**src/rtl/lsu_pkg.sv**
```systemverilog
// Shared constants and state encoding for the load/store unit.
package lsu_pkg;
    localparam int MEM_WORDS_DEF = 1024;

    localparam logic [2:0] F3_B  = 3'b000;
    localparam logic [2:0] F3_H  = 3'b001;
    localparam logic [2:0] F3_W  = 3'b010;
    localparam logic [2:0] F3_BU = 3'b100;
    localparam logic [2:0] F3_HU = 3'b101;

    typedef enum logic [2:0] {
        IDLE = 3'd0,
        RD   = 3'd1,
        CAP  = 3'd2,
        WR   = 3'd3,
        RESP = 3'd4
    } state_t;
endpackage

```
**src/rtl/lsu_if.sv**
```systemverilog
// Request/response and data-memory signals of the load/store unit.
interface lsu_if;
    logic        req_valid;
    logic        req_ready;
    logic        req_we;
    logic [2:0]  req_funct3;
    logic [31:0] req_addr;
    logic [31:0] req_wdata;
    logic        resp_valid;
    logic [31:0] resp_rdata;
    logic        resp_err;
    logic        mem_we;
    logic        mem_re;
    logic [31:0] mem_addr;
    logic [31:0] mem_wdata;
    logic [31:0] mem_rdata;

    modport master (
        input  req_valid, req_we, req_funct3, req_addr, req_wdata, mem_rdata,
        output req_ready, resp_valid, resp_rdata, resp_err,
        output mem_we, mem_re, mem_addr, mem_wdata
    );

    modport slave (
        output req_valid, req_we, req_funct3, req_addr, req_wdata, mem_rdata,
        input  req_ready, resp_valid, resp_rdata, resp_err,
        input  mem_we, mem_re, mem_addr, mem_wdata
    );
endinterface

```
**src/rtl/lsu_align.sv**
```systemverilog
// Byte/half lane selection: extends load data and merges sub-word store data
// into the word read back from memory.
module lsu_align
    import lsu_pkg::*;
(
    input  logic [2:0]  funct3,
    input  logic [1:0]  off,
    input  logic [31:0] rdata,
    input  logic [31:0] wdata,
    output logic [31:0] ldata,
    output logic [31:0] sdata
);
    logic [7:0]  b;
    logic [15:0] h;

    always_comb begin
        b     = rdata[{off, 3'b000} +: 8];
        h     = off[1] ? rdata[31:16] : rdata[15:0];
        ldata = rdata;
        sdata = wdata;
        case (funct3)
            F3_B:    ldata = {{24{b[7]}}, b};
            F3_H:    ldata = {{16{h[15]}}, h};
            F3_BU:   ldata = {24'b0, b};
            F3_HU:   ldata = {16'b0, h};
            default: ldata = rdata;
        endcase
        // Only the addressed lane changes; other bytes come from the read-back word.
        case (funct3[1:0])
            2'b00: begin
                sdata = rdata;
                sdata[{off, 3'b000} +: 8] = wdata[7:0];
            end
            2'b01: begin
                sdata = rdata;
                sdata[{off[1], 4'b0000} +: 16] = wdata[15:0];
            end
            default: sdata = wdata;
        endcase
    end
endmodule

```
**src/rtl/load_store_unit.sv**
```systemverilog
// Data-memory initiator: turns byte-addressed RV32I loads/stores into word
// accesses, with read-modify-write for SB/SH and early error responses.
module load_store_unit
    import lsu_pkg::*;
#(
    parameter int MEM_WORDS = MEM_WORDS_DEF
) (
    input  logic  clk,
    input  logic  rst_n,
    lsu_if.master bus
);
    state_t      state, state_nxt;
    logic        legal_f3, misalign, oor, req_err, accept;
    logic [2:0]  f3_q;
    logic [1:0]  off_q;
    logic        we_q;
    logic [31:0] mem_addr_q, mem_wdata_q, rdata_q;
    logic        err_q;
    logic [31:0] ldata, sdata;

    always_comb begin
        legal_f3 = bus.req_we ? (bus.req_funct3 inside {F3_B, F3_H, F3_W})
                              : (bus.req_funct3 inside {F3_B, F3_H, F3_W, F3_BU, F3_HU});
        misalign = (bus.req_funct3[1:0] == 2'b01 && bus.req_addr[0]) ||
                   (bus.req_funct3[1:0] == 2'b10 && bus.req_addr[1:0] != 2'b00);
        oor      = {2'b00, bus.req_addr[31:2]} >= 32'(MEM_WORDS);
        req_err  = !legal_f3 || misalign || oor;
        accept   = (state == IDLE) && bus.req_valid;
    end

    always_ff @(posedge clk) begin
        if (!rst_n) state <= IDLE;
        else        state <= state_nxt;
    end

    always_comb begin
        state_nxt = state;
        case (state)
            IDLE: if (bus.req_valid)
                      state_nxt = req_err ? RESP :
                                  (bus.req_we && bus.req_funct3 == F3_W) ? WR : RD;
            RD:      state_nxt = CAP;
            CAP:     state_nxt = we_q ? WR : RESP;
            WR:      state_nxt = RESP;
            RESP:    state_nxt = IDLE;
            default: state_nxt = IDLE;
        endcase
    end

    // Gating with rst_n keeps a reset landing in the WR cycle from committing the write.
    always_comb begin
        bus.req_ready  = (state == IDLE);
        bus.resp_valid = (state == RESP);
        bus.mem_re     = (state == RD);
        bus.mem_we     = (state == WR) && rst_n;
    end

    // mem_wdata holds the store data until CAP replaces it with the merged word.
    always_ff @(posedge clk) begin
        if (!rst_n) begin
            f3_q        <= '0;
            off_q       <= '0;
            we_q        <= 1'b0;
            mem_addr_q  <= '0;
            mem_wdata_q <= '0;
            rdata_q     <= '0;
            err_q       <= 1'b0;
        end else if (accept) begin
            f3_q        <= bus.req_funct3;
            off_q       <= bus.req_addr[1:0];
            we_q        <= bus.req_we;
            mem_addr_q  <= {2'b00, bus.req_addr[31:2]};
            mem_wdata_q <= bus.req_wdata;
            rdata_q     <= '0;
            err_q       <= req_err;
        end else if (state == CAP) begin
            if (we_q) mem_wdata_q <= sdata;
            else      rdata_q     <= ldata;
        end
    end

    lsu_align u_align (
        .funct3 (f3_q),
        .off    (off_q),
        .rdata  (bus.mem_rdata),
        .wdata  (mem_wdata_q),
        .ldata  (ldata),
        .sdata  (sdata)
    );

    assign bus.mem_addr   = mem_addr_q;
    assign bus.mem_wdata  = mem_wdata_q;
    assign bus.resp_rdata = rdata_q;
    assign bus.resp_err   = err_q;
endmodule

```
**src/flat_wrapper.sv**
```systemverilog
// flat-port wrapper written by rule: the top's interface ports become plain ports
module load_store_unit_flat import lsu_pkg::*;
#(
    parameter int MEM_WORDS = MEM_WORDS_DEF
)
  (clk, rst_n, bus_req_valid, bus_req_we, bus_req_funct3, bus_req_addr, bus_req_wdata, bus_mem_rdata, bus_req_ready, bus_resp_valid, bus_resp_rdata, bus_resp_err, bus_mem_we, bus_mem_re, bus_mem_addr, bus_mem_wdata);
  lsu_if bus_i ();
  input  logic clk;
  input  logic rst_n;
  input wire logic [$bits(bus_i.req_valid)-1:0] bus_req_valid;
  input wire logic [$bits(bus_i.req_we)-1:0] bus_req_we;
  input wire logic [$bits(bus_i.req_funct3)-1:0] bus_req_funct3;
  input wire logic [$bits(bus_i.req_addr)-1:0] bus_req_addr;
  input wire logic [$bits(bus_i.req_wdata)-1:0] bus_req_wdata;
  input wire logic [$bits(bus_i.mem_rdata)-1:0] bus_mem_rdata;
  output wire logic [$bits(bus_i.req_ready)-1:0] bus_req_ready;
  output wire logic [$bits(bus_i.resp_valid)-1:0] bus_resp_valid;
  output wire logic [$bits(bus_i.resp_rdata)-1:0] bus_resp_rdata;
  output wire logic [$bits(bus_i.resp_err)-1:0] bus_resp_err;
  output wire logic [$bits(bus_i.mem_we)-1:0] bus_mem_we;
  output wire logic [$bits(bus_i.mem_re)-1:0] bus_mem_re;
  output wire logic [$bits(bus_i.mem_addr)-1:0] bus_mem_addr;
  output wire logic [$bits(bus_i.mem_wdata)-1:0] bus_mem_wdata;
  assign bus_i.req_valid = bus_req_valid;
  assign bus_i.req_we = bus_req_we;
  assign bus_i.req_funct3 = bus_req_funct3;
  assign bus_i.req_addr = bus_req_addr;
  assign bus_i.req_wdata = bus_req_wdata;
  assign bus_i.mem_rdata = bus_mem_rdata;
  assign bus_req_ready = bus_i.req_ready;
  assign bus_resp_valid = bus_i.resp_valid;
  assign bus_resp_rdata = bus_i.resp_rdata;
  assign bus_resp_err = bus_i.resp_err;
  assign bus_mem_we = bus_i.mem_we;
  assign bus_mem_re = bus_i.mem_re;
  assign bus_mem_addr = bus_i.mem_addr;
  assign bus_mem_wdata = bus_i.mem_wdata;
  load_store_unit #(.MEM_WORDS(MEM_WORDS)) u_core (.clk(clk), .rst_n(rst_n), .bus(bus_i));
endmodule
```
**config.mk**
```make
export PLATFORM = sky130hd
export DESIGN_NAME = load_store_unit_flat
export DESIGN_NICKNAME = d
export VERILOG_FILES = /design/src/rtl/lsu_pkg.sv /design/src/rtl/lsu_if.sv /design/src/rtl/lsu_align.sv /design/src/rtl/load_store_unit.sv /design/src/flat_wrapper.sv
export SDC_FILE = /design/constraint.sdc
export NUM_CORES = 1
export LEC_CHECK = 0
export ABC_AREA = 1
export BUFFER_PORTS_ARGS = -buffer_cell sky130_fd_sc_hd__clkbuf_2
export CAP_MARGIN = 0
export CORE_UTILIZATION = 27
export CTS_CLUSTER_DIAMETER = 120
export DETAILED_ROUTE_END_ITERATION = 8
export GPL_TIMING_DRIVEN = 1
export PLACE_DENSITY = 0.55
export SYNTH_ARGS = -nofsm -noshare
export SYNTH_HDL_FRONTEND = slang
export SYNTH_SLANG_ARGS = --single-unit
```
**constraint.sdc**
```tcl
create_clock -name clk -period 2.1 [get_ports clk]
set_input_delay 0 -clock clk [delete_from_list [all_inputs] [get_ports clk]]
set_output_delay 0 -clock clk [all_outputs]
set_load 0.005 [all_outputs]
```
==> flow_results.org, run 1 <==
** Run status
- Outcome :: complete, no violations

** Die
- Placement Rows :: 54
- Vertical extent of the die :: approximately 150 um
- Once the floorplan was initialized, standard cells occupied 27.5% of the core.
- Pin placement for this block handled 204 I/O pins.
- Core Area :: about 22000 um^2
- Die area :: 22700 um^2
- The floorplan step set the die width to between 150 and 200 um.

** Worst hold path
- For hold timing, the worst endpoint is u_core.bus.mem_wdata[15].
- The startpoint identified for the worst hold timing path is bus_mem_rdata[15].
- Path class of the lowest-slack min-delay path :: in2reg
- Hold Path Depth :: 3

** Place
- Setup slack after placement :: 335 ps
- Weighted congestion at the end of routability-driven global placement :: 0.893
- Quantity of I/O buffers inserted on ports :: roughly 200
- In this run, placement finished with an instance count of 1388.
- HPWL after DPL :: 16900 um

** Setup path
- In this run the register-to-register setup slack is ~290 ps.
- The critical path in this run is classified as reg2reg.
- At the worst endpoint, the arrival time is about 2100 ps.
- STA classifies the critical path startpoint as a flop.
- The endpoint identified for the worst register-to-register timing path is u_core.bus.mem_wdata[8].
- The number of cells on the worst reg-to-reg path is 11.
- Data required time of the worst path :: 2410 ps
- Of all nets on the critical path, the largest fanout is 11.
- The worst setup path is captured at a flop.
- Launch point of the critical path :: u_core.off_q[1]
- The startpoint identified for the worst register-to-register timing path is u_core.off_q[1].

** Detailed routing
- Dividing the detail-routed wire length by the instance count gives 15.6 um.
- After detailed routing, the number of vias per cell comes to 4.79.
- Detailed route wirelength on metal2 :: 10700 um
- Routed wl met3 :: 1670 um
- The detailed router finished its first iteration with 505 violations.
- M1 wire length :: 10200 um
- Antenna Nets Post-Route :: 0
- The routed design has 22900 um of wire.
- DRC violation count after routing :: 0
- The first TritonRoute pass finished after 5 iterations.
- The routed layout has 7018 vias.
- Highest metal used :: met4

** Yosys
- Synth Area in Compound Gates :: 21.7%
- Distinct cell type count after synthesis :: 33
- The synthesized netlist devotes 30.7% of its cell area to simple gates.
- Counting every instance in the synthesized netlist gives 944.
- Multiplexer cells account for 0% of the synthesized area.
- Yosys Warn Count :: 0
- Share of the synthesized netlist area taken by xor and xnor gates :: 0%
- The cell area that synthesis handed to floorplanning was 5970 um^2.
- Main combinational cell family by area after synthesis :: simple AND/OR/NAND/NOR gates
- Sequential elements use a little over a third of the synthesized area.
- In the synthesized netlist the async set-or-reset flop fraction comes to 0%.
- The average instance in the mapped netlist occupies 6.33 um^2.
- After Yosys synthesis, full adders, half adders and majority gates account for 1.05% of the synthesized area.
- Counting flops and latches in the post-synthesis netlist gives 104.
- Yosys mapped a number of flops with a built-in enable equal to 0.
- Among all flip-flop cells after synthesis, the most frequent one is sky130_fd_sc_hd__dfxtp_1.

** CTS
- Hold_buf cts :: 62
- CTS Root Cell :: sky130_fd_sc_hd__clkbuf_16
- In this run, post-CTS repair resized a total of 0 instances.
- Clock sink total :: between 100 and 150
- At the later pin of the worst-skew pair, clock insertion delay measures 370 ps.
- TritonCTS built the clock tree.
- Clock-pin slew was measured on the worst setup and hold paths at 80 ps.
- Maximum clock path buffer count :: 2
- CTS built an H-tree with a depth of 3.
- Setup fix buffers added after clock tree synthesis :: 0
- Counting the buffers created by CTS gives 9.

** Timing
- The count of endpoints failing hold in the final timing report was 0.
- The final-report max-slew violation count came to 0.
- Across all setup checks in the final design, the least slack found is around 290 ps.
- Number of failing setup endpoints in the final timing report :: 0
- The clock arrives with between 10 and 15 ps of skew.
- After routing, the total negative slack on setup checks comes to 0 ps.
- The clock period could shrink to 1810 ps.
- Setup repair after global routing left no endpoint under its margin.
- Upper clock frequency limit :: approximately 550 MHz
- Worst slew margin relative to its limit :: between 30% and 40%
- At the pin with the least slew margin, the transition time is 927 ps.
- The worst path uses 86.2% of the clock period.

** Global routing
- Wire length of the first global-routing pass :: 35300 um
- Total congestion overflow :: 0
- For this run, the total global-route usage over all layers was measured as between 20% and 30%.
- Entering global routing, the biggest net connects 66 pins.
- The via count of the first global-routing pass was 6587.
- The number of antenna violations at the first check in global routing came to 0.

** Layout
- The net count of the finished layout is 1289.
- Diodes inserted :: 0
- In the layout the commonest cells are 258 x sky130_fd_sc_hd__nand2_1, 201 x sky130_fd_sc_hd__clkbuf_2, 127 x sky130_fd_sc_hd__nor2_1.
- Area growth syn-to-layout :: 35.3%
- Sequential cell area :: 2080 um^2
- The multi-input combinational cells in the finished layout cover a total of 3210 um^2.
- Number of fill cells in the layout :: 2398
- Most common library cell in the layout ignoring fill and taps :: sky130_fd_sc_hd__nand2_1
- In the final layout, the share of cells above drive strength 1 is 22.8%.
- Measured on the finished design, the core utilization comes to 37.2%.
- The count of cells in the finished layout, fillers not included, comes to 1466.

** Pwr
- In this run the power density over the cells is 628 nW/um^2.
- Worst ir drop on vdd :: 0.388 mV
- The completed layout was analyzed and its total power is 0.00508 W.
- Total leakage power :: 4.04 nW

** Run
- Across the run, the number of max-cap violations was 0.
[layout make-up]
class,instances,area share [%]
clock buffer,9,2.79
clock inverter,7,0.758
timing repair buffer,286,22.6
sequential,104,25.8
tap,280,4.33
inverter,88,4.15
multi-input combinational,692,39.7
[cell families after synthesis]
logic type / after synthesis
and+or+nand+nor: 451
buffers and inverters: 149
adders and majority gates: 5
DFF: 104
AOI/OAI and AO/OA: 234
other: 1
[critical path, stage by stage, from the launching register on]
cell                      delay (ps)
sky130_fd_sc_hd__dfxtp_1         450
sky130_fd_sc_hd__inv_2            90
sky130_fd_sc_hd__ha_1            230
sky130_fd_sc_hd__inv_1           260
sky130_fd_sc_hd__nand2_1         110
sky130_fd_sc_hd__nor2_1          210
sky130_fd_sc_hd__nand2_1          70
sky130_fd_sc_hd__o21ai_0          70
sky130_fd_sc_hd__nand2_1          90
sky130_fd_sc_hd__nand3_1          90
sky130_fd_sc_hd__nand2_1          50
sky130_fd_sc_hd__inv_1            40
[synth_stat cells (5+ instances only)]
cell type / n / area, um^2
sky130_fd_sc_hd__a21oi_1: 73 / 365
sky130_fd_sc_hd__a31o_2: 6 / 52.6
sky130_fd_sc_hd__a31oi_1: 9 / 56.3
sky130_fd_sc_hd__buf_2: 28 / 140
sky130_fd_sc_hd__buf_4: 10 / 75.1
sky130_fd_sc_hd__buf_6: 8 / 90.1
sky130_fd_sc_hd__clkbuf_1: 15 / 56.3
sky130_fd_sc_hd__dfxtp_1: 104 / 2080
sky130_fd_sc_hd__ha_1: 5 / 62.6
sky130_fd_sc_hd__inv_1: 83 / 312
sky130_fd_sc_hd__nand2_1: 258 / 968
sky130_fd_sc_hd__nand2_2: 7 / 43.8
sky130_fd_sc_hd__nand3_1: 32 / 160
sky130_fd_sc_hd__nand4_1: 9 / 56.3
sky130_fd_sc_hd__nor2_1: 127 / 477
sky130_fd_sc_hd__nor3_1: 6 / 30.0
sky130_fd_sc_hd__o211ai_1: 13 / 97.6
sky130_fd_sc_hd__o21a_1: 16 / 120
sky130_fd_sc_hd__o21ai_0: 87 / 435
sky130_fd_sc_hd__o21ai_1: 21 / 105
sky130_fd_sc_hd__o22ai_1: 5 / 31.3
[stage by stage]
stage          instance area (um^2)  hold WS, ps
2_1_floorplan                  5980          144
3_3_place_gp                   7180          232
3_5_place_dp                   7180          239
4_1_cts                        8080         5.15
5_1_grt                        8080         28.9
6_report                       8080         6.24
[registers in the layout, indices dropped and copies added (netlist names)]
signal	cells
u_core.off_q	2
u_core.bus.mem_addr	30
u_core.we_q	1
u_core.bus.resp_rdata	32
u_core.f3_q	3
u_core.state	3
u_core.bus.mem_wdata	32
u_core.bus.resp_err	1
[metal layers]
| layer | global-route usage, % | up-vias |
|---|---|---|
| met5 | 0 | - |
| met4 | 5.15 | 0 |
| met3 | 3.94 | 22 |
| met2 | 33.3 | 265 |
| met1 | 27.2 | 3215 |
| li1 | - | 3516 |
[how the worst max path moves through the flow]
stage	end	slack, ps
floorplan	u_core.bus.mem_wdata[6]	260
global placement	u_core.bus.mem_wdata[10]	360
detailed placement	u_core.bus.mem_wdata[18]	330
CTS	u_core.bus.mem_wdata[18]	320
global route	u_core.bus.mem_wdata[8]	110
finish	u_core.bus.mem_wdata[8]	290
[power by group]
group          internal (W)  total [W]  switching [W]
registers           0.00208    0.00216      0.0000856
clock network      0.000833    0.00172       0.000886
logic              0.000466    0.00119       0.000729
Power figures use the tool's default switching activity.
==> run 2: changes to the inputs <==
ABC_AREA = default   (was 1)
PLACE_DENSITY = 0.57   (was 0.55)
REMOVE_ABC_BUFFERS = 1   (was default)
==> flow_results.org, run 2 <==
** Setup path
- The highest fanout seen on the critical path is 11 (unchanged).
- The data arrival at the endpoint of the critical path is 2230 ps (was 2120 ps).
- RR Endpoint :: u_core.bus.mem_wdata[0] (was u_core.bus.mem_wdata[8])
- Kind of end point of the critical path :: flop (unchanged)
- R2r startpoint :: u_core.state[0] (was u_core.off_q[1])
- Critical Path Source Type :: flop (unchanged)
- The required time of the worst setup path came to 2370 ps (was 2410 ps).
- The logic depth of the worst register-to-register path was 5 (was 11).
- Minimum setup slack among reg-to-reg paths :: 140 ps (was 290 ps)
- The worst setup path category is reg2reg (unchanged).

** Layout
- The utilization after layout came to 40.7% (was 37.2%).
- Ratio of cells with drive above 1 in the final layout :: 29.8% (was 22.8%)
- The relative area change from synthesis to final layout came to 45.7% (was 35.3%).
- Most common library cell in the layout ignoring fill and taps :: sky130_fd_sc_hd__clkbuf_2 (was sky130_fd_sc_hd__nand2_1)
- The footprint of the multi-input gates was 2730 um^2 (was 3210 um^2).
- The area taken by flip-flops and latches was 2080 um^2 (unchanged).
- Number of fill cells in the layout :: 1840 (was 2398)
- Diodes inserted :: 0 (unchanged)
- Most frequent cells in the layout: 201 x sky130_fd_sc_hd__clkbuf_2, 114 x sky130_fd_sc_hd__nand2_1, 104 x sky130_fd_sc_hd__dfxtp_1 (was 258 x sky130_fd_sc_hd__nand2_1, 201 x sky130_fd_sc_hd__clkbuf_2, 127 x sky130_fd_sc_hd__nor2_1).
- Nets :: 983 (was 1289)

** Worst hold path
- Path class of the lowest-slack min-delay path :: in2reg (unchanged)
- The hold path endpoint is u_core.bus.resp_rdata[0] (was u_core.bus.mem_wdata[15]).
- Hold Path Depth :: 3 (unchanged)
- The startpoint of the tightest hold check path was bus_mem_rdata[0] (was bus_mem_rdata[15]).

** Die
- The starting density of the core came to 27.9% (was 27.5%).
- The horizontal die dimension is 139 um (was 151 um).
- Vertical extent of the die :: 139 um (was 151 um)
- The full die area was 19400 um^2 (was 22700 um^2).
- Placement Rows :: 49 (was 54)
- The I/O pin count is 204 (unchanged).
- Core Area :: 18200 um^2 (was 21800 um^2)

** Detailed routing
- Final wirelength :: 20100 um (was 22900 um)
- Detail-routed via count per cell :: 5.18 (was 4.79)
- The per-cell routed wire length was 18.2 um (was 15.6 um).
- The number of nets with antenna violations after detailed routing is 0 (unchanged).
- Detailed-router iteration count before antenna repair :: 7 (was 5)
- The via total after detailed routing is 5740 (was 7018).
- DRC violation count after routing :: 11 (was 0)
- Initial detailed-routing violation count :: 448 (was 505)

** Yosys
- Yosys reg bits :: 104 (unchanged)
- Post-synth top area cell :: sky130_fd_sc_hd__dfxtp_1 (unchanged)
- Share of the yosys chip area belonging to registers :: 41.0% (was 34.8%)
- Top cell type's share of synthesized area :: 41.0% (was 34.8%)
- Post-synth EDFFs :: 0 (unchanged)
- The number of synthesis warnings was 0 (unchanged).
- Async set-or-reset flop fraction in the synthesized netlist :: 0% (unchanged)
- The number of instances in the synthesized netlist is 610 (was 944).
- Commonest cells in the synthesized netlist: 114 x sky130_fd_sc_hd__nand2_1, 104 x sky130_fd_sc_hd__dfxtp_1, 84 x sky130_fd_sc_hd__a21oi_1 (was 258 x sky130_fd_sc_hd__nand2_1, 127 x sky130_fd_sc_hd__nor2_1, 104 x sky130_fd_sc_hd__dfxtp_1).
- The area of the mapped netlist came to 5080 um^2 (was 5970 um^2).
- Library cell with the highest instance count after synthesis :: sky130_fd_sc_hd__nand2_1 (unchanged)
- The commonest register cell after synthesis is sky130_fd_sc_hd__dfxtp_1 (unchanged).
- The number of unique standard cell types used by synthesis was 54 (was 33).
- Synth top area cells :: sky130_fd_sc_hd__dfxtp_1 41%, sky130_fd_sc_hd__nand2_1 8.4%, sky130_fd_sc_hd__a21oi_1 8.3% (was sky130_fd_sc_hd__dfxtp_1 35%, sky130_fd_sc_hd__nand2_1 16%, sky130_fd_sc_hd__nor2_1 8.0%)
- Mean post-synth cell area :: 8.33 um^2 (was 6.33 um^2)

** Run status
- Outcome :: finished, violations left (was complete, no violations)
- The checks that failed: DRC.

** Place
- The placed wire-length estimate after detailed placement was 14600 um (was 16900 um).
- The count of input and output buffers is 201 (unchanged).
- The worst setup slack after placement came to 61.7 ps (was 335 ps).
- Weighted congestion at the end of routability-driven global placement :: 0.866 (was 0.893)

** CTS
- Depth of the CTS H-tree :: 3 (unchanged)
- The clock net sink count is 104 (unchanged).
- CTS tree :: built (unchanged)
- Total CTS buffers :: 9 (unchanged)
- CTS Root Cell :: sky130_fd_sc_hd__clkbuf_16 (unchanged)
- Insertion delay to the later sink of the worst-skew pair :: 360 ps (was 370 ps)
- Clock transition at the registers of the reported paths :: 80 ps (about the same)
- Maximum clock path buffer count :: 2 (unchanged)

** Timing
- The setup violation total in the final timing report is 0 (unchanged).
- Maximum clock skew at final layout :: 5.88 ps (was 10.1 ps)
- The worst slew slack as a fraction of its limit was 52.5% (was 38.1%).
- The worst setup slack after layout is 143 ps (was 290 ps).
- Max-slew violation total from the final report :: 0 (unchanged)
- The final period utilization came to 93.2% (was 86.2%).
- RSZ-0062 raised after global routing: no (unchanged).
- The actual slew at the worst max-slew pin was 713 ps (was 927 ps).
- Count of endpoints failing hold in the final timing report :: 0 (unchanged)
- The shortest period the worst path allows was 1960 ps (was 1810 ps).
- Upper clock frequency limit :: 511 MHz (was 553 MHz)

** Pwr
- Power density of the placed cells :: 635 nW/um^2 (was 628 nW/um^2)
- The leakage power summed over all cells was 3.15 nW (was 4.04 nW).
- The peak ir drop on the vdd network was 0.335 mV (was 0.388 mV).

** Global routing
- The number of antenna violations at the first check in global routing is 0 (unchanged).
- The met2 global-route usage came to 33.9% (was 33.3%).
- Total congestion overflow :: 0 (unchanged)
- The pin count of the biggest net entering global routing came to 55 (was 66).
- GR peak layer :: met2 (unchanged)
- The via count of the first global-routing pass was 5465 (was 6587).
- The met3 track utilization from global routing is 2.79% (was 3.94%).
- The met1 track demand over resource in global routing is 27.3% (was 27.2%).
- The global-route total usage across every layer was 20.7% (was 20.3%).
- The wire length of the first global-routing pass was 30800 um (was 35300 um).

** Run
- The max-capacitance violation count was 0 (unchanged).
[run 2: changes by cell type after synthesis, sizes merged, moves of 18 or more]
cell / previous run / this run
a221oi: 0 / 18
a22oi: 3 / 29
buf: 46 / 28
inv: 88 / 7
nand2: 268 / 115
nand3: 33 / 4
nor2: 131 / 22
o21ai: 109 / 42
[run 2: cell type report]
class	instances	area share, %
clock buffer	9	3.04
clock inverter	7	0.862
inverter	7	0.355
multi-input combinational	449	36.8
sequential	104	28.1
tap	229	3.87
timing repair buffer	304	27.0
[run 2: worst max-delay path by stage]
stage | start | end | depth (start not counted)
CTS | u_core.off_q[1] | u_core.bus.mem_wdata[14] | 6
detailed placement | u_core.off_q[1] | u_core.bus.mem_wdata[14] | 6
global placement | u_core.off_q[1] | u_core.bus.mem_wdata[11] | 6
floorplan | u_core.state[0] | u_core.bus.mem_wdata[17] | 4
finish | u_core.state[0] | u_core.bus.mem_wdata[0] | 5
global route | u_core.state[0] | u_core.bus.mem_wdata[5] | 5
[run 2: critical path: stages (launching register included)]
cell and delay [ps]:
sky130_fd_sc_hd__dfxtp_1 520, sky130_fd_sc_hd__nor4b_4 140, sky130_fd_sc_hd__buf_4 210, sky130_fd_sc_hd__a211oi_2 530, sky130_fd_sc_hd__a22oi_1 150, sky130_fd_sc_hd__a221oi_1 310
[run 2: cell families after synthesis]
| logic type | Yosys count | share of synthesized area (%) |
|---|---|---|
| AOI/OAI and AO/OA | 236 | 30.5 |
| and+or+nand+nor | 188 | 17.5 |
| DFF | 104 | 41.0 |
| buffers and inverters | 58 | 5.69 |
| muxes | 18 | 4.04 |
| adders and majority gates | 5 | 1.23 |
| other | 1 | 0.0738 |
[run 2: repair_timing]
item,CTS,global route
endpoints found under the setup margin,0,5
gates resized for setup,0,1
hold buffers,72,0
buffers inserted,0,1
endpoints found under the hold margin,72,0
[run 2: power breakdown]
part	leakage (nW)	switching, W	internal (W)
registers	0.851	0.0000767	0.00206
logic	2.17	0.000468	0.000414
clock network	0.136	0.000853	0.000831
total	3.15	0.00140	0.00331
[run 2: per-stage QoR]
| stage | cells | setup TNS, ps | hold WS [ps] | area [um^2] | power (W) |
|---|---|---|---|---|---|
| after floorplan | 560 | -98760 | 119 | 4820 | 0.00254 |
| after global placement | 1020 | 0 | 223 | 6380 | 0.00295 |
| after detailed placement | 1020 | 0 | 221 | 6380 | 0.00295 |
| after CTS | 1108 | 0 | 8.39 | 7390 | 0.00475 |
| after global routing | 1109 | 0 | 45.4 | 7410 | 0.00490 |
| final | 1109 | 0 | 10.2 | 7410 | 0.00470 |
[run 2: per-layer routing]
layer	up-vias	routed length, um	share of wire (%)
li1	2793	-	-
met1	2735	9210	46
met2	182	9450	47
met3	30	983	4.9
met4	0	488	2.4
met5	-	0	0
==> run 3: changes to the inputs <==
BUFFER_PORTS_ARGS = -buffer_cell sky130_fd_sc_hd__buf_2   (was -buffer_cell sky130_fd_sc_hd__clkbuf_2)
==> flow_results.org, run 3 (synthesis gave the netlist of run 2 again) <==
** Die
- Die area :: 19400 um^2 (unchanged)
- The number of rows created at floorplan was 49 (unchanged).
- The horizontal die dimension came to 139 um (unchanged).
- Starting utilization of the core area :: 27.9% (unchanged)
- The die extent in y was 139 um (unchanged).
- The I/O pin count is 204 (unchanged).
- Core Area :: 18200 um^2 (unchanged)

** Layout
- Most frequent cells in the layout: 201 x sky130_fd_sc_hd__buf_2, 114 x sky130_fd_sc_hd__nand2_1, 104 x sky130_fd_sc_hd__dfxtp_1 (was 201 x sky130_fd_sc_hd__clkbuf_2, 114 x sky130_fd_sc_hd__nand2_1, 104 x sky130_fd_sc_hd__dfxtp_1).
- The number of antenna diodes is 0 (unchanged).
- The net count of the finished layout was 984 (was 983).
- The utilization after layout is 40.9% (was 40.7%).
- Most common library cell in the layout ignoring fill and taps :: sky130_fd_sc_hd__buf_2 (was sky130_fd_sc_hd__clkbuf_2)
- The relative area change from synthesis to final layout was 46.6% (was 45.7%).
- The number of fillers in the final layout came to 1877 (was 1840).
- Non-Filler Cell Area, Final :: 7450 um^2 (was 7410 um^2)
- The fraction of layout cells with a size suffix above 1 came to 30.0% (was 29.8%).

** Setup path
- Critical Path Source Type :: flop (unchanged)
- The endpoint kind of the worst setup timing path is a flop (unchanged).
- The required time of the worst setup path came to 2310 ps (was 2370 ps).
- CP max-delay cell :: sky130_fd_sc_hd__nor3b_1 (was sky130_fd_sc_hd__a211oi_2)
- Worst Path Max Fanout :: 12 (was 11)
- Cell Chain, Critical Path :: buf_4 > nor3b_1 > a21oi_1 > a221oi_1 > nor4_1 (was nor4b_4 > buf_4 > a211oi_2 > a22oi_1 > a221oi_1)
- The largest stage delay on the critical path is 510 ps (was 530 ps).
- Crit path DAT :: 2220 ps (was 2230 ps)
- Minimum setup slack among reg-to-reg paths :: 90 ps (was 140 ps)
- Category of the most critical setup path :: reg2reg (unchanged)

** CTS
- Insertion delay to the later sink of the worst-skew pair :: 360 ps (about the same)
- CTS tree :: built (unchanged)
- The worst-case clock buffer depth is 2 (unchanged).
- The H-tree depth was 3 (unchanged).
- The CTS buffer count was 9 (unchanged).
- The clock net sink count was 104 (unchanged).
- Clock transition at the registers of the reported paths :: 80 ps (about the same)
- The setup fix buffers added after clock tree synthesis was 0 (unchanged).
- The buffer cell driving the clock tree root was sky130_fd_sc_hd__clkbuf_16 (unchanged).

** Timing
- Worst slew margin relative to its limit :: 52.0% (was 52.5%)
- The worst setup slack after layout was 92.3 ps (was 143 ps).
- The final period utilization was 95.6% (was 93.2%).
- The largest clock skew in the final design came to 8.74 ps (was 5.88 ps).
- Crit path time final :: 2010 ps (was 1960 ps)
- Measured slew at the worst slew-check pin :: 720 ps (was 713 ps)
- Tightest hold margin :: 46.8 ps (was 10.2 ps)
- Number of failing setup endpoints in the final timing report :: 0 (unchanged)
- Max-slew violation total from the final report :: 0 (unchanged)
- The highest clock frequency the design can meet was 498 MHz (was 511 MHz).
- The count of endpoints failing hold in the final timing report came to 0 (unchanged).

** Pwr
- The total net switching power came to 0.00139 W (was 0.00140 W).
- Internal portion of total power :: 0.00344 W (was 0.00331 W)
- Combinational share of power :: 18.5% (was 18.8%)
- Worst ir drop on vdd :: 0.360 mV (was 0.335 mV)
- Power density of the placed cells :: 648 nW/um^2 (was 635 nW/um^2)
- The net switching fraction of the power was 28.8% (was 29.7%).
- The proportion of power drawn by flip-flops and latches is 44.2% (was 45.4%).
- Total leakage power :: 3.22 nW (was 3.15 nW)
- The part of the total power dissipated in the clock network was 37.2% (was 35.8%).

** Place
- HPWL after DPL :: 14700 um (was 14600 um)
- Weighted congestion at the end of routability-driven global placement :: 0.911 (was 0.866)
- Quantity of I/O buffers inserted on ports :: 201 (unchanged)
- The worst setup slack after placement came to -121 ps (was 61.7 ps).
- The instance area at placement came to 6390 um^2 (was 6380 um^2).

** Detailed routing
- Antenna Nets Post-Route :: 0 (unchanged)
- The post-route DRC violation count was 11 (unchanged).
- DR vias :: 5752 (was 5740)
- The iteration-0 DRC count of the detailed router is 412 (was 448).
- The per-cell routed wire length is 18.6 um (was 18.2 um).
- The detailed-route vias per instance was 5.18 (about the same).
- The total length of routed wires came to 20600 um (was 20100 um).
- Detailed-router iteration count before antenna repair :: 8 (was 7)

** Global routing
- The via count of the first global-routing pass was 5492 (was 5465).
- Antenna violations before repair :: 0 (unchanged)
- Total congestion overflow :: 0 (unchanged)
- The global-route total usage across every layer came to 21.2% (was 20.7%).
- The pin count of the biggest net entering global routing is 55 (unchanged).
- The wire length of the first global-routing pass was 31600 um (was 30800 um).

** Worst hold path
- Path class of the lowest-slack min-delay path :: in2reg (unchanged)

** Run status
- Violated checks :: DRC (unchanged)
- Outcome :: finished, violations left (unchanged)

** Run
- The max-capacitance violation count was 0 (unchanged).
## run 3: cell type report
class | instances | area, um^2 | share of cell area (%)
inverters | 7 | 26.3 | 0.353
multi-input cells | 449 | 2740 | 36.7
clock inverters | 7 | 87.6 | 1.18
well taps | 229 | 287 | 3.84
clock buffers | 9 | 225 | 3.02
flip-flops and latches | 104 | 2080 | 27.9
repair buffers | 305 | 2010 | 26.9
## run 3: worst max-delay path, delay by kind of cell, from the launching register on
kind | cells | cell delay (ps)
flops | 1 | 360
compound gates | 2 | 680
buf+inv | 1 | 220
simple gates | 2 | 590
## run 3: per-stage QoR
stage | setup TNS [ps] | instances | total power [W]
2_1_floorplan | -98760 | 560 | 0.00254
3_5_place_dp | -670 | 1021 | 0.00296
3_3_place_gp | -392 | 1021 | 0.00295
5_1_grt | -5.94 | 1110 | 0.00505
4_1_cts | 0 | 1110 | 0.00487
6_report | 0 | 1110 | 0.00483
## run 3: final timing paths
path                                    to  cells past startpoint                    start
hold / removal    u_core.bus.mem_wdata[30]                      3        bus_req_wdata[30]
setup / recovery  u_core.bus.mem_wdata[13]                      5          u_core.off_q[1]
hold reg to reg    u_core.bus.mem_addr[11]                      2  u_core.bus.mem_addr[11]
setup reg to reg  u_core.bus.mem_wdata[13]                      5          u_core.off_q[1]
## run 3: what timing repair did
action | CTS | global route
gates resized for setup | 1 | 3
hold buffers | 73 | 0
endpoints found under the setup margin | 6 | 10
gates cloned | 0 | 0
endpoints found under the hold margin | 73 | 0
## run 3: power groups by stage
stage | Sequential, W | Clock (W) | Combinational (W)
2_1_floorplan | 0.00219 | 0 | 0.000347
3_3_place_gp | 0.00218 | 0 | 0.000772
3_5_place_dp | 0.00218 | 0 | 0.000777
4_1_cts | 0.00213 | 0.00185 | 0.000886
5_1_grt | 0.00215 | 0.00193 | 0.000975
6_report | 0.00214 | 0.00180 | 0.000895
## run 3: routing by layer
metal	up-vias	GRT usage (%)	part of all wire (%)
met4	0	6.96	1.7
li1	2793	-	-
met3	23	2.82	5.1
met2	207	35.4	47
met5	-	0	0
met1	2729	28.2	46
